**config.mk**
```make
export PLATFORM = sky130hd
export DESIGN_NAME = hazard_ctrl
export DESIGN_NICKNAME = d
export VERILOG_FILES = /design/src/rtl/hazard_ctrl.sv
export SDC_FILE = /design/constraint.sdc
export NUM_CORES = 1
export LEC_CHECK = 0
export CAP_MARGIN = 40
export CORE_MARGIN = 2
export CORE_UTILIZATION = 32
export CTS_CLUSTER_DIAMETER = 30
export DETAILED_ROUTE_END_ITERATION = 6
export GPL_ROUTABILITY_DRIVEN = 0
export PLACE_DENSITY_LB_ADDON = 0.3
export SLEW_MARGIN = 20
export SYNTH_ARGS = -nofsm -noshare
export SYNTH_HDL_FRONTEND = slang
export SYNTH_SLANG_ARGS = --single-unit
```
**constraint.sdc**
```tcl
create_clock -name clk_i -period 2.3 [get_ports clk_i]
set_input_delay 0.575 -clock clk_i [delete_from_list [all_inputs] [get_ports clk_i]]
set_output_delay 0.575 -clock clk_i [all_outputs]
set_load 0.01 [all_outputs]
```
**src/rtl/hazard_ctrl.sv**
```systemverilog
// hazard_ctrl: stall/flush sequencing around ID and EX operand forwarding selects; outputs are 0-cycle combinational.
// dmem_busy_i freezes the whole pipe and the FSM; build with HAZARD_PERF_CNT_EN for saturating event counters.
module hazard_ctrl #(
  parameter int unsigned LOAD_STALL_CYC = 1,
  parameter int unsigned CNT_W          = 32
) (
  input  logic             clk_i,
  input  logic             rstn_i,
  input  logic [4:0]       rs1D_idx_i,
  input  logic [4:0]       rs2D_idx_i,
  input  logic [4:0]       rs1E_idx_i,
  input  logic [4:0]       rs2E_idx_i,
  input  logic [4:0]       rdE_addr_i,
  input  logic             rdE_wrt_ena_i,
  input  logic             loadE_i,
  input  logic [4:0]       rdM_addr_i,
  input  logic             rdM_wrt_ena_i,
  input  logic [4:0]       rdW_addr_i,
  input  logic             rdW_wrt_ena_i,
  input  logic             redirectE_i,
  input  logic             dmem_busy_i,
  output logic             stallF_o,
  output logic             stallD_o,
  output logic             stallE_o,
  output logic             stallM_o,
  output logic             flushD_o,
  output logic             flushE_o,
  output logic [1:0]       fwdA_o,
  output logic [1:0]       fwdB_o
`ifdef HAZARD_PERF_CNT_EN
  ,
  output logic [CNT_W-1:0] lu_stall_cnt_o,
  output logic [CNT_W-1:0] flush_cnt_o,
  output logic [CNT_W-1:0] busy_cnt_o
`endif
);

  typedef enum logic {
    RUN      = 1'b0,
    LU_STALL = 1'b1
  } state_e;

  localparam logic [2:0] LU_CNT_INIT = 3'(LOAD_STALL_CYC - 1);
  localparam bit         LU_MULTI    = (LOAD_STALL_CYC > 1);

  if (LOAD_STALL_CYC == 0 || LOAD_STALL_CYC > 7 || CNT_W == 0) begin : g_bad_param
    $error("hazard_ctrl: LOAD_STALL_CYC must be 1..7 and CNT_W nonzero");
  end

  state_e     state_q, state_d;
  logic [2:0] cnt_q, cnt_d;
  logic       lu_hit;

  always_comb begin
    lu_hit = loadE_i && rdE_wrt_ena_i && (rdE_addr_i != 5'd0) &&
             ((rdE_addr_i == rs1D_idx_i) || (rdE_addr_i == rs2D_idx_i));
  end

  always_comb begin
    state_d  = state_q;
    cnt_d    = cnt_q;
    stallF_o = 1'b0;
    stallD_o = 1'b0;
    stallE_o = 1'b0;
    stallM_o = 1'b0;
    flushD_o = 1'b0;
    flushE_o = 1'b0;
    if (dmem_busy_i) begin
      // Whole pipe frozen; a pending redirect stays in EX and is acted on once busy drops.
      stallF_o = 1'b1;
      stallD_o = 1'b1;
      stallE_o = 1'b1;
      stallM_o = 1'b1;
    end else if (redirectE_i) begin
      // The dependent instruction in ID is squashed, so any load-use wait is moot.
      flushD_o = 1'b1;
      flushE_o = 1'b1;
      state_d  = RUN;
      cnt_d    = 3'd0;
    end else if (state_q == LU_STALL) begin
      stallF_o = 1'b1;
      stallD_o = 1'b1;
      flushE_o = 1'b1;
      cnt_d    = cnt_q - 3'd1;
      if (cnt_q == 3'd1) begin
        state_d = RUN;
      end
    end else if (lu_hit) begin
      stallF_o = 1'b1;
      stallD_o = 1'b1;
      flushE_o = 1'b1;
      if (LU_MULTI) begin
        state_d = LU_STALL;
        cnt_d   = LU_CNT_INIT;
      end
    end
  end

  always_ff @(posedge clk_i) begin
    if (!rstn_i) begin
      state_q <= RUN;
      cnt_q   <= 3'd0;
    end else begin
      state_q <= state_d;
      cnt_q   <= cnt_d;
    end
  end

  // MEM result is newer than WB, so it wins; x0 is hardwired and never forwarded.
  always_comb begin
    fwdA_o = 2'b00;
    fwdB_o = 2'b00;
    if (rdM_wrt_ena_i && (rdM_addr_i != 5'd0) && (rdM_addr_i == rs1E_idx_i)) begin
      fwdA_o = 2'b10;
    end else if (rdW_wrt_ena_i && (rdW_addr_i != 5'd0) && (rdW_addr_i == rs1E_idx_i)) begin
      fwdA_o = 2'b01;
    end
    if (rdM_wrt_ena_i && (rdM_addr_i != 5'd0) && (rdM_addr_i == rs2E_idx_i)) begin
      fwdB_o = 2'b10;
    end else if (rdW_wrt_ena_i && (rdW_addr_i != 5'd0) && (rdW_addr_i == rs2E_idx_i)) begin
      fwdB_o = 2'b01;
    end
  end

`ifdef HAZARD_PERF_CNT_EN
  logic             lu_evt, rdr_evt;
  logic [CNT_W-1:0] lu_stall_cnt_q, lu_stall_cnt_d;
  logic [CNT_W-1:0] flush_cnt_q, flush_cnt_d;
  logic [CNT_W-1:0] busy_cnt_q, busy_cnt_d;

  always_comb begin
    lu_evt  = !dmem_busy_i && !redirectE_i && ((state_q == LU_STALL) || lu_hit);
    rdr_evt = !dmem_busy_i && redirectE_i;
    lu_stall_cnt_d = lu_stall_cnt_q;
    flush_cnt_d    = flush_cnt_q;
    busy_cnt_d     = busy_cnt_q;
    if (lu_evt && (lu_stall_cnt_q != '1)) lu_stall_cnt_d = lu_stall_cnt_q + 1'b1;
    if (rdr_evt && (flush_cnt_q != '1))   flush_cnt_d    = flush_cnt_q + 1'b1;
    if (dmem_busy_i && (busy_cnt_q != '1)) busy_cnt_d    = busy_cnt_q + 1'b1;
  end

  always_ff @(posedge clk_i) begin
    if (!rstn_i) begin
      lu_stall_cnt_q <= '0;
      flush_cnt_q    <= '0;
      busy_cnt_q     <= '0;
    end else begin
      lu_stall_cnt_q <= lu_stall_cnt_d;
      flush_cnt_q    <= flush_cnt_d;
      busy_cnt_q     <= busy_cnt_d;
    end
  end

  assign lu_stall_cnt_o = lu_stall_cnt_q;
  assign flush_cnt_o    = flush_cnt_q;
  assign busy_cnt_o     = busy_cnt_q;
`endif

endmodule

```
==> results.tsv <==
metric	value	unit
rows	16	
p_total	0.3505	mW
die_area	2389	um2
clock_path_buffers	2	
status	complete, but fails checks	
end_kind	output pin	
routedWlPerCell	12.89	um
stdcell_count	179	
cts_tree	done	
num-fill-cells	160	
power_leakage	0.6234	nW
cts_hold_buf	0	
nNetsFinal	199	
root_buffer	clkbuf_4	
grt_pass1_vias	869	
worstHoldPathType	flip-flop to flip-flop	
arrival	1.85	ns
clock_skew	0.001794	ns
syn_area	644.4	um2
min_period	2.422	ns
postPlaceCellArea	1296	um2
grt_pass1_wl	3.498	mm
avgViaCountPerCell	4.760	
m1WireLength	799	um
final_util	69.92	%
worst-slew-pin-transition	0.3335	ns
multiInputGateArea	614.3	um2
regArea	80.08	um2
post-route-period-util	105.3	%
syn_nets	126	
crit_type	primary input to output pin	
ios	53	
diodes	0	
cts_buffers	3	
routed.top_layer	met4	
slowest_delay	0.54	ns
routed-wl-met2	1.311	mm
timing.fmax	412.9	MHz
crit_chain	buf_6 -> or4_4 -> o21ai_4 -> buf_4 -> nor4_2 -> nor4_2 -> buf_2	
clock_latency	0.23	ns
yosysTopAreaCell	xor2_1	
finalMaxSlewViolations	0	
die_h	48.88	um
placed_cells	173	
slew_headroom	77.60	%
cpMaxStageDelayCell	or4_4	
dr.first_iter.drc_count	2	
ys_ff_latch	4	
synthTopCellsByArea	xor2_1 (33%), dfxtp_1 (12%), xnor2_1 (8.2%)	
vdd_drop_max	0.1362	mV
yosys_warnings	0	
max_cap_violations	0	
cp_max_fo	2	
crit_path_frequent_cell	nor4_2	
finalInstanceArea	1344	um2
syn2layout_area_growth	108.5	%
fin_setup_tns	-0.3229	ns
die_w	48.88	um
syn_area_per_cell	7.955	um2
globalRouteOverflowTotal	0	
grtUsageTotal	18.81	%
drc	0	
hold_viol	0	
violations	negative setup slack	
power_density	260.9	nW/um2
coreArea	1922	um2
synth_top_area_share	32.62	%
dr.pass1.iters	2	
start_util	33.53	%
dr_total_vias	852	
seq_area_frac_synth	12.43	%
postLayoutSetupSlackWorst	-0.1221	ns
drive_gt1_share	42.11	%
syn_inst	81	
postRouteAntennaNets	0	
synth.distinct_cells	25	
cts.clk_slew.worst_paths	0.04	ns
htreeDepth	1	
required	1.73	ns
dr_wl_met3	123	um
rsz0062_at_grt	yes	
routed_wl	2.307	mm
startpoint_type	primary input	
setup_viol	3	
portBuffers	52	
grt_max_degree	7	
clock-sinks	4	
dp_hpwl	1.833	mm
antenna_found_initial	0	
==> cell type report <==
cell class / count / share of cell area [%]
multi-input cells: 70 / 45.72
repair buffers: 71 / 43.02
flip-flops and latches: 4 / 5.959
well taps: 27 / 2.514
clock buffers: 3 / 1.676
inverters: 4 / 1.117
==> layout by cell type (no fill, tap or decap), types with 2 or more instances in the layout <==
cell type	count
xnor2_1	6
buf_2	13
nor3_2	2
and2_1	2
clkdlybuf4s15_1	4
xor2_1	23
or4_4	5
clkbuf_4	3
dlymetal6s2s_1	2
nor2_1	4
nand3_1	2
buf_4	18
clkbuf_2	5
dfxtp_1	4
nor4_2	2
inv_1	4
dlygate4sd2_1	14
o21ai_0	3
a21oi_1	3
nand2_1	3
nor4_4	2
buf_6	8
clkdlybuf4s50_1	6
ha_1	2
==> stage by stage <==
stage / hold slack, ns / setup slack (ns)
floorplan: 0.4555 / 0.006153
global placement: 0.4679 / -0.8889
detailed placement: 0.5002 / -0.9113
CTS: 0.5048 / -0.1325
global route: 0.5217 / -0.1720
finish: 0.4912 / -0.1221
==> synthesized netlist by cell type <==
library cell	instances
xor2_1	24
xnor2_1	6
or4_1	5
dfxtp_1	4
inv_1	4
nor2_1	4
a21oi_1	3
buf_4	3
nand2_1	3
o21ai_0	3
and2_1	2
ha_1	2
nand3_1	2
nor3_1	2
nor4_1	2
nor4_2	2
o31ai_1	2
a21boi_0	1
a22oi_1	1
nand4_1	1
o211a_1	1
o211ai_1	1
o21ai_1	1
o21ai_2	1
o21bai_1	1
==> worst max-delay path: cells and delay by family <==
kind / cells / cell delay (ns)
AO/OA/AOI/OAI: 1 / 0.17
AND/OR/NAND/NOR: 3 / 0.70
buffers and inverters: 3 / 0.39
==> path summary, 6_finish.rpt <==
path | from | to | slack (ns) | cells after the start
max | rdM_addr_i[1] | fwdB_o[0] | -0.12 | 7
min reg2reg | cnt_q[2] | cnt_q[2] | 0.49 | 2
min | cnt_q[2] | cnt_q[2] | 0.49 | 2
max reg2reg | cnt_q[0] | cnt_q[2] | 1.24 | 5
==> where the power goes <==
part	internal (mW)	leakage [nW]	switching, mW
Clock	0.0583	0.0138	0.0275
Sequential	0.0698	0.0322	0
Combinational	0.110	0.577	0.0849
==> logic make-up after synthesis <==
logic type      synth area share (%)
flops                          12.43
simple gates                   21.75
xor+xnor                       40.78
buf+inv                        5.824
compound gates                 15.34
fa+ha+maj                      3.883
==> sequential cells by signal, indices dropped and copies added, names as in the netlist <==
| name | cells |
|---|---|
| cnt_q | 3 |
| state_q | 1 |
==> layer usage <==
layer / GRT usage (%) / vias to the layer above
met3: 4.601 / 8
met1: 17.54 / 388
met4: 9.524 / 0
li1: - / 427
met5: 0 / -
met2: 37.21 / 29
==> what timing repair did <==
item / in CTS / in global routing
endpoints found under the hold margin: 0 / 0
gates resized for setup: 127 / 26
setup endpoints to repair: 10 / 7
pin swaps: 18 / 14
buffers inserted: 2 / 1
No activity file was read; power rests on OpenSTA's default activity.
